[src/rtl/cmd_dispatch_pkg.sv]
// Shared command-word definitions for cmd_dispatch and the per-target handlers:
// field layout, target/instruction codes and the error-response builder.
package cmd_dispatch_pkg;

  typedef struct packed {
    logic [7:0]  target;
    logic [7:0]  instr;
    logic [15:0] arg;
  } cmd_word_t;

  localparam logic [7:0]  C_TARGET_PHF     = 8'h01;
  localparam logic [7:0]  C_PHF_GET_STATUS = 8'h02;
  localparam logic [15:0] C_RSP_ERR        = 16'hEEEE;

  function automatic logic [7:0] cmd_target(input logic [31:0] c);
    cmd_word_t w;
    w = c;
    return w.target;
  endfunction

  function automatic logic [7:0] cmd_instr(input logic [31:0] c);
    cmd_word_t w;
    w = c;
    return w.instr;
  endfunction

  // Error response echoes target/instr so the host can match it to its command.
  function automatic logic [31:0] set_cmd_err(input logic [31:0] c);
    cmd_word_t w;
    w     = c;
    w.arg = C_RSP_ERR;
    return w;
  endfunction

endpackage

[src/rtl/cmd_dispatch_if.sv]
// Byte-stream, handler-bus and response-stream signals of cmd_dispatch.
// master: the dispatcher; slave: the byte source/sink and handlers.
interface cmd_dispatch_if;
  logic [7:0]  rx_data;
  logic        rx_valid;
  logic        rx_ready;
  logic [31:0] cmd;
  logic        run;
  logic        rsp_rdy;
  logic [31:0] rsp;
  logic [7:0]  tx_data;
  logic        tx_valid;
  logic        tx_ready;
  logic [7:0]  rsp_timeouts;

  modport master (
    input  rx_data, rx_valid, rsp_rdy, rsp, tx_ready,
    output rx_ready, cmd, run, tx_data, tx_valid, rsp_timeouts
  );

  modport slave (
    output rx_data, rx_valid, rsp_rdy, rsp, tx_ready,
    input  rx_ready, cmd, run, tx_data, tx_valid, rsp_timeouts
  );
endinterface

[src/rtl/cmd_tx_ser.sv]
// Response serializer: loads a 32-bit word and emits it MSB byte first over
// valid/ready; done pulses with the handshake of the 4th byte.
module cmd_tx_ser (
  input  logic        clk,
  input  logic        rst_n,
  input  logic        load,
  input  logic [31:0] word,
  output logic [7:0]  tx_data,
  output logic        tx_valid,
  input  logic        tx_ready,
  output logic        done
);

  logic [31:0] shift;
  logic [1:0]  cnt;
  logic        valid;

  assign tx_data  = shift[31:24];
  assign tx_valid = valid;
  assign done     = valid && tx_ready && (cnt == 2'd3);

  always_ff @(posedge clk or negedge rst_n) begin
    if (!rst_n) begin
      shift <= '0;
      cnt   <= '0;
      valid <= 1'b0;
    end else if (load) begin
      shift <= word;
      cnt   <= '0;
      valid <= 1'b1;
    end else if (valid && tx_ready) begin
      shift <= {shift[23:0], 8'h00};
      cnt   <= cnt + 2'd1;
      if (cnt == 2'd3)
        valid <= 1'b0;
    end
  end

endmodule

[src/rtl/cmd_dispatch.sv]
// Command front-end: bytes -> 32-bit cmd + run strobe -> response or timeout
// error -> bytes. Optional partial-command idle timeout: CMD_DISPATCH_RX_TIMEOUT_EN.
module cmd_dispatch
  import cmd_dispatch_pkg::*;
#(
  parameter int unsigned RSP_TIMEOUT = 256,
  parameter int unsigned RX_TIMEOUT  = 1024
) (
  input logic          clk,
  input logic          rst_n,
  cmd_dispatch_if.master bus
);

  localparam logic [1:0] S_RX       = 2'd0;
  localparam logic [1:0] S_RUN      = 2'd1;
  localparam logic [1:0] S_WAIT_RSP = 2'd2;
  localparam logic [1:0] S_TX       = 2'd3;

  // One timer serves both the response wait and the rx idle count; the two
  // live in mutually exclusive states, so it is sized for the larger limit.
  localparam int unsigned T_MAX = (RSP_TIMEOUT > RX_TIMEOUT) ? RSP_TIMEOUT : RX_TIMEOUT;
  localparam int unsigned TW    = $clog2(T_MAX);
  localparam logic [TW-1:0] RSP_LIM = TW'(RSP_TIMEOUT - 1);
`ifdef CMD_DISPATCH_RX_TIMEOUT_EN
  localparam logic [TW-1:0] RX_LIM  = TW'(RX_TIMEOUT - 1);
`endif

  logic [1:0]    state;
  logic [1:0]    bcnt;
  logic [31:0]   cmd_q;
  logic [TW-1:0] timer;
  logic [7:0]    to_cnt;
  logic          rx_fire;
  logic          ser_load;
  logic [31:0]   ser_word;
  logic          ser_done;

  assign bus.rx_ready     = rst_n && (state == S_RX);
  assign bus.run          = (state == S_RUN);
  assign bus.cmd          = cmd_q;
  assign bus.rsp_timeouts = to_cnt;

  assign rx_fire  = bus.rx_valid && bus.rx_ready;
  // A response arriving on the limit cycle takes priority over the error word.
  assign ser_load = (state == S_WAIT_RSP) && (bus.rsp_rdy || (timer == RSP_LIM));
  assign ser_word = bus.rsp_rdy ? bus.rsp : set_cmd_err(cmd_q);

  always_ff @(posedge clk or negedge rst_n) begin
    if (!rst_n) begin
      state  <= S_RX;
      bcnt   <= '0;
      cmd_q  <= '0;
      timer  <= '0;
      to_cnt <= '0;
    end else begin
      case (state)
        S_RX: begin
          if (rx_fire) begin
            cmd_q <= {cmd_q[23:0], bus.rx_data};
            if (bcnt == 2'd3) begin
              bcnt  <= '0;
              state <= S_RUN;
            end else begin
              bcnt <= bcnt + 2'd1;
            end
          end
`ifdef CMD_DISPATCH_RX_TIMEOUT_EN
          if (rx_fire || (bcnt == 2'd0)) begin
            timer <= '0;
          end else if (timer == RX_LIM) begin
            timer <= '0;
            bcnt  <= '0;
            cmd_q <= '0;
          end else begin
            timer <= timer + 1'b1;
          end
`endif
        end
        S_RUN: begin
          timer <= '0;
          state <= S_WAIT_RSP;
        end
        S_WAIT_RSP: begin
          if (bus.rsp_rdy) begin
            state <= S_TX;
          end else if (timer == RSP_LIM) begin
            if (to_cnt != '1)
              to_cnt <= to_cnt + 8'd1;
            state <= S_TX;
          end else begin
            timer <= timer + 1'b1;
          end
        end
        S_TX: begin
          if (ser_done)
            state <= S_RX;
        end
      endcase
    end
  end

  cmd_tx_ser u_tx_ser (
    .clk      (clk),
    .rst_n    (rst_n),
    .load     (ser_load),
    .word     (ser_word),
    .tx_data  (bus.tx_data),
    .tx_valid (bus.tx_valid),
    .tx_ready (bus.tx_ready),
    .done     (ser_done)
  );

endmodule

[src/flat_wrapper.sv]
// flat-port wrapper written by rule: the top's interface ports become plain ports
module cmd_dispatch_flat import cmd_dispatch_pkg::*;
#(
  parameter int unsigned RSP_TIMEOUT = 256,
  parameter int unsigned RX_TIMEOUT  = 1024
)
  (clk, rst_n, bus_rx_data, bus_rx_valid, bus_rsp_rdy, bus_rsp, bus_tx_ready, bus_rx_ready, bus_cmd, bus_run, bus_tx_data, bus_tx_valid, bus_rsp_timeouts);
  cmd_dispatch_if bus_i ();
  input logic clk;
  input logic rst_n;
  input wire logic [$bits(bus_i.rx_data)-1:0] bus_rx_data;
  input wire logic [$bits(bus_i.rx_valid)-1:0] bus_rx_valid;
  input wire logic [$bits(bus_i.rsp_rdy)-1:0] bus_rsp_rdy;
  input wire logic [$bits(bus_i.rsp)-1:0] bus_rsp;
  input wire logic [$bits(bus_i.tx_ready)-1:0] bus_tx_ready;
  output wire logic [$bits(bus_i.rx_ready)-1:0] bus_rx_ready;
  output wire logic [$bits(bus_i.cmd)-1:0] bus_cmd;
  output wire logic [$bits(bus_i.run)-1:0] bus_run;
  output wire logic [$bits(bus_i.tx_data)-1:0] bus_tx_data;
  output wire logic [$bits(bus_i.tx_valid)-1:0] bus_tx_valid;
  output wire logic [$bits(bus_i.rsp_timeouts)-1:0] bus_rsp_timeouts;
  assign bus_i.rx_data = bus_rx_data;
  assign bus_i.rx_valid = bus_rx_valid;
  assign bus_i.rsp_rdy = bus_rsp_rdy;
  assign bus_i.rsp = bus_rsp;
  assign bus_i.tx_ready = bus_tx_ready;
  assign bus_rx_ready = bus_i.rx_ready;
  assign bus_cmd = bus_i.cmd;
  assign bus_run = bus_i.run;
  assign bus_tx_data = bus_i.tx_data;
  assign bus_tx_valid = bus_i.tx_valid;
  assign bus_rsp_timeouts = bus_i.rsp_timeouts;
  cmd_dispatch #(.RSP_TIMEOUT(RSP_TIMEOUT), .RX_TIMEOUT(RX_TIMEOUT)) u_core (.clk(clk), .rst_n(rst_n), .bus(bus_i));
endmodule
[config.mk]
export PLATFORM = sky130hd
export DESIGN_NAME = cmd_dispatch_flat
export DESIGN_NICKNAME = d
export VERILOG_FILES = /design/src/rtl/cmd_dispatch_pkg.sv /design/src/rtl/cmd_dispatch_if.sv /design/src/rtl/cmd_tx_ser.sv /design/src/rtl/cmd_dispatch.sv /design/src/flat_wrapper.sv
export SDC_FILE = /design/constraint.sdc
export NUM_CORES = 1
export LEC_CHECK = 0
export CAP_MARGIN = 20
export CORE_MARGIN = 3
export CORE_UTILIZATION = 28
export CTS_CLUSTER_SIZE = 20
export DETAILED_ROUTE_END_ITERATION = 12
export PLACE_DENSITY = 0.49
export SLEW_MARGIN = 0
export SYNTH_ARGS = -nofsm -noshare
export SYNTH_HDL_FRONTEND = slang
export SYNTH_SLANG_ARGS = --single-unit
[constraint.sdc]
create_clock -name clk -period 2 [get_ports clk]
set_input_delay 0.2 -clock clk [delete_from_list [all_inputs] [get_ports clk]]
set_output_delay 0.2 -clock clk [all_outputs]
set_load 0.03 [all_outputs]
Word-level counts from Yosys, hierarchy flattened
Cells that the tools add are included.
- $add $sub $neg: 4
- multiply operators: 0
- div/mod/pow operators: 0
- $lt $le $gt $ge: 0
- equal/unequal tests: 13
- shift-type cells: 0
- multiplexer cells: 18
- bitwise gates (word level): 1
- reduce and logical (&&, ||, !) cells: 15
- operators by type and width (kind ; count):
    $mux 32 ; 3
    $mux 10 ; 2
    $pmux 10 s2 ; 1
    $mux 2 ; 8
    $add 10x1->10 const B ; 1
    $eq 10x8->1 const B ; 1
    $add 8x1->8 const B ; 1
    $eq 2x2->1 const B ; 4
    $ne 8x8->1 const B ; 1
    $pmux 2 s4 ; 1
    $reduce_and 4->1 ; 2
    $ne 2x2->1 const B ; 3
    $reduce_bool 2->1 ; 3
    $logic_and 1x1->1 ; 5
    $add 2x1->2 const B ; 2
    $ne 2x1->1 const B ; 2
    $reduce_and 2->1 ; 2
    $mux 1 ; 3
    $ne 3x3->1 const B ; 1
    $reduce_and 3->1 ; 1
    $eq 2x1->1 const B ; 1
    $logic_not 2->1 ; 1
    $logic_or 1x1->1 ; 1
    $not 1->1 ; 1
- register bits: 89
- bits in latches: 0
- memory bits (writable): 0
- ROM bits: 0
- input port bits: 45
- memories: 0

Logic depth before layout (Yosys ltp)
- depth after elaboration: 5
- depth in mapped cells: 8
- depth with buffers taken out: 6

Hierarchy
From an unflattened synthesis, not the netlist that was laid out.
- cells, all modules: 420
- area, all modules: 4738.3 um2
- by module, submodules not included (module ; times used ; cells an instance ; area each (um2)):
    cmd_dispatch ; 1 ; 227 ; 2770.2
    cmd_tx_ser ; 1 ; 193 ; 1968.1

Worst setup path after synthesis
OpenSTA, ideal clock, no wires.
- kind: flip-flop to flip-flop
- from: register u_core.state[0]
- to: register u_core.bcnt[1]
- library setup time: 125 ps
- arrival time: 1723 ps
- data required time: 1875 ps
- slack: 153 ps
- cell stages (with the launch flop): 7
- buffers on the path: 1
- path through: dfrtp_1 -> inv_1 -> ha_1 -> and2_1 -> nand2_1 -> buf_2 -> mux2_2
- word-level cells in the longest chain between the ends: 4
- ends and longest elaborated chain (element ; line ; text):
    start: declaration ; cmd_dispatch.sv:28 ; logic [1:0] state;
    start signal: assignment ; cmd_dispatch.sv:50 ; state <= S_RX;
    start signal: assignment ; cmd_dispatch.sv:62 ; state <= S_RUN;
    start signal: assignment ; cmd_dispatch.sv:81 ; state <= S_WAIT_RSP;
    $logic_not 2->1 ; cmd_dispatch.sv:38 ; assign bus.rx_ready = rst_n && (state == S_RX);
    $logic_and 1x1->1 ; cmd_dispatch.sv:38 ;
    net bus_rx_ready ; flat_wrapper.sv:16 ; output wire logic [$bits(bus_i.rx_ready)-1:0] bus_rx_ready;
    $logic_and 1x1->1 ; cmd_dispatch.sv:43 ; assign rx_fire = bus.rx_valid && bus.rx_ready;
    $reduce_and 2->1 (no line) ; n/a ;
    end signal: assignment ; cmd_dispatch.sv:64 ; bcnt <= bcnt + 2'd1;
    end: declaration ; cmd_dispatch.sv:29 ; logic [1:0] bcnt;
The timed path passes the listed nets, and every way through them passes these cells.
A chain may end at the register's enable or synchronous reset.

Worst setup path after layout
- from: register u_core.state[0]
- to: register u_core.to_cnt[6], in the netlist u_core.bus.rsp_timeouts[6]
- word-level cells in the longest chain between the ends: 2
- ends and longest elaborated chain (element ; line ; text):
    $eq 2x2->1 ; cmd_dispatch.sv:56 ; case (state)
    $reduce_and 4->1 (no line) ; n/a ;
    end signal: assignment ; cmd_dispatch.sv:88 ; to_cnt <= to_cnt + 8'd1;
    end: declaration ; cmd_dispatch.sv:32 ; logic [7:0] to_cnt;
No other way between the ends.

==> reports/metrics.csv <==
metric,value,unit
Mapped Cells,379,
Seq pwr share,35.3,%
Setup-failing EPs final,0,
worst path required time,2230,ps
layout cells sized above 1,19.7,%
clock-pin slew on the worst setup and hold paths,60,ps
CTS tree,built,
"Data arrival, critical path",2070,ps
detailed placement HPWL,7800,microns
"top cells by area, synth","dfrtp_1 (50%), mux2_2 (9.2%), mux2i_1 (5.0%)",
Remaining DRCs,0,
combinational power share,43.5,%
drt wl/cell,15.8,microns
ys async rst share,100,%
CP Capture Type,flop,
clock share of power,21.2,%
Clock Sinks,89,
GRT overflow,0,
worst reg2reg path depth,6,
switching power,0.00331,W
fin worst setup slack,165,ps
initial drt markers,142,
post-route ant nets,0,
Synth Cell Area,0.00443,sq mm
die footprint,0.0174,sq mm
Antenna diodes,0,
Slew Limit Fails,0,
Die Y,132,microns
worst-path maximum fanout,6,
number of synthesized flops with an enable pin,0,
Fill cells,1525,
Seq cells post-synth,89,
outcome,completed,
die span in x,132,microns
vias per cell,4.60,
first-pass GRT wire length,17700,microns
multi-input combinational cell area,0.00198,sq mm
Ys Warns,0,
Pleak,2.56,nW
Setup CP Type,flop to flop,
measured slew at the worst slew-check pin,611,ps
placed insts,670,
CTS root buf,clkbuf_16,
Mapped Avg Cell Area,11.7,sq um
Setup TNS,0,ps
IO Pins,96,
sequential cell area fraction in the yosys report,50.3,%
clk buf depth,2,
CP startpoint kind,flop,
period utilization,91.7,%
pwr/cell area,1490,mW/mm^2
CTS HTree Levels,3,
CORE AREA,0.0153,sq mm
Main synth FF type,dfrtp_1,
max_cap viols,0,
Slew HR,59.2,%
non-filler cells in the finished layout,687,
Final GP Congestion,0.774,
fin util,38.7,%
Register Area,0.00223,sq mm
Layout area overhead,33.7,%
gr usage total,12.8,%
area share of the largest cell type after synthesis,50.3,%
Syn Nets,433,
internal power,0.00548,W
antenna violations before repair,0,
worst hold path class,primary input to asynchronous set/reset pin,
clk_lat worst skew,350,ps
Num CTS Buffers,9,
library cells used by synthesis,46,
Peak VDD IR,0.957,mV
RSZ-0062 raised after global routing,false,
initial core utilization,28.9,%
vias in the first global route,3233,
clock skew,5.28,ps
final WL,10900,microns
final instance area,0.00592,sq mm
first-pass detailed-route iteration total,4,
# port buffers,95,
Placed Area,0.00559,sq mm
maximum number of pins on one net before global-route repair,45,
Final Hold Violating Endpoints,0,
Rows,45,
switching share of total power,37.7,%
Tmin final,1830,ps
largest area contributor in the netlist,dfrtp_1,
fmax,545,MHz
Placement Setup Slack,155,ps
total number of vias,3163,
nets@finish,525,
-- what timing repair did --
item / CTS / global route
hold buffers: 1 / 0
resized for setup: 1 / 0
setup buffers: 0 / 0
endpoints found under the setup margin: 1 / 0
hold endpoints to repair: 3 / 0
-- kinds of logic after synthesis --
family / synth area share (%)
buffers and inverters: 5.08
DFF: 50.3
adders and majority gates: 2.54
AOI/OAI and AO/OA: 13.1
muxes: 14.1
xor gates and xnor gates: 1.38
and+or+nand+nor: 13.5
-- cells in the final DEF, fill, tap and decap left out, types with 5 or more instances in the layout --
master           Yosys  routed
nand4_1              5       5
nand2b_1            19      19
a21oi_1              7       7
and3_1               7       7
buf_4                9      16
nor3_1              12      12
nand2_1             34      34
ha_1                 9       9
o22ai_1             12      12
clkdlybuf4s50_1      0      91
clkbuf_16            0       9
mux2i_1             22      22
a22oi_2             13      13
nor2_1              12      12
mux2_2              36      36
xor2_1               6       6
o31ai_1             16      16
dfrtp_1             89      89
nand3_1              6       6
-- through the flow --
stage          power, W  hold slack, ps
3_5_place_dp    0.00702            24.6
5_1_grt         0.00935             227
2_1_floorplan   0.00561           -95.6
6_report        0.00880             223
4_1_cts         0.00895             221
3_3_place_gp    0.00695            22.5
-- layout make-up --
type | instances | area share (%)
repair buffers | 113 | 18.8
clock buffers | 10 | 4.03
flip-flops and latches | 89 | 37.6
well taps | 211 | 4.46
inverters | 3 | 0.190
multi-input cells | 255 | 33.4
clock inverters | 6 | 1.52
-- sequential cells by signal, summed over array words and instances, names as in the netlist --
signal	cells
u_core.bus.cmd	32
u_core.u_tx_ser.tx_valid	1
u_core.bus.rsp_timeouts	8
u_core.u_tx_ser.shift	32
u_core.timer	10
u_core.state	2
u_core.bcnt	2
u_core.u_tx_ser.cnt	2
-- critical path, cell delays in order, from the launching register on --
cell	delay, ps
dfrtp_1	410
inv_1	120
ha_1	220
and2b_1	250
nand4_4	160
nor3_1	210
mux2_2	350
-- metal layers --
metal | vias to the layer above | part of all wire, % | global-route usage, %
met5 | - | 0 | 0
met3 | 9 | 8.5 | 5.76
met4 | 0 | 1.6 | 4.38
met2 | 78 | 42 | 18.5
met1 | 1507 | 48 | 16.9
li1 | 1569 | - | -
-- power groups by stage --
stage / Combinational [W] / Sequential, W / Clock, W
final: 0.00383 / 0.00311 / 0.00186
after global routing: 0.00413 / 0.00323 / 0.00198
after CTS: 0.00389 / 0.00312 / 0.00194
after detailed placement: 0.00388 / 0.00314 / 0
after floorplan: 0.00201 / 0.00361 / 0
after global placement: 0.00384 / 0.00311 / 0
-- final timing paths --
kind / startpoint / end / slack [ps]
min reg2reg: u_core.timer[7] / u_core.timer[7] / 470
max in group asynchronous: rst_n / u_core.u_tx_ser.shift[29] / 390
max: u_core.state[0] / u_core.bus.rsp_timeouts[6] / 170
max reg2reg: u_core.state[0] / u_core.bus.rsp_timeouts[6] / 170
min: rst_n / u_core.u_tx_ser.shift[24] / 220
min in group clk: bus_rsp_rdy / u_core.timer[2] / 280
-- cell usage after synthesis (2+ instances only) --
cell,n
dfrtp_1,89
nor3_2,2
nand4_1,5
inv_1,3
o22ai_1,12
mux2i_1,22
a32o_1,2
nor2_1,12
buf_4,9
nand3_1,6
mux2_2,36
a22oi_1,3
o2bb2ai_1,2
and3_1,7
nand2_1,34
buf_6,7
nor4_1,2
ha_1,9
nand2b_1,19
o21ai_0,3
and2_1,3
nor3_1,12
a21oi_1,7
clkbuf_1,10
o21a_1,2
buf_2,6
xor2_1,6
a22oi_2,13
o32a_1,3
a31oi_1,2
o31ai_1,16
Note: power is estimated with default switching activity, not from simulation.
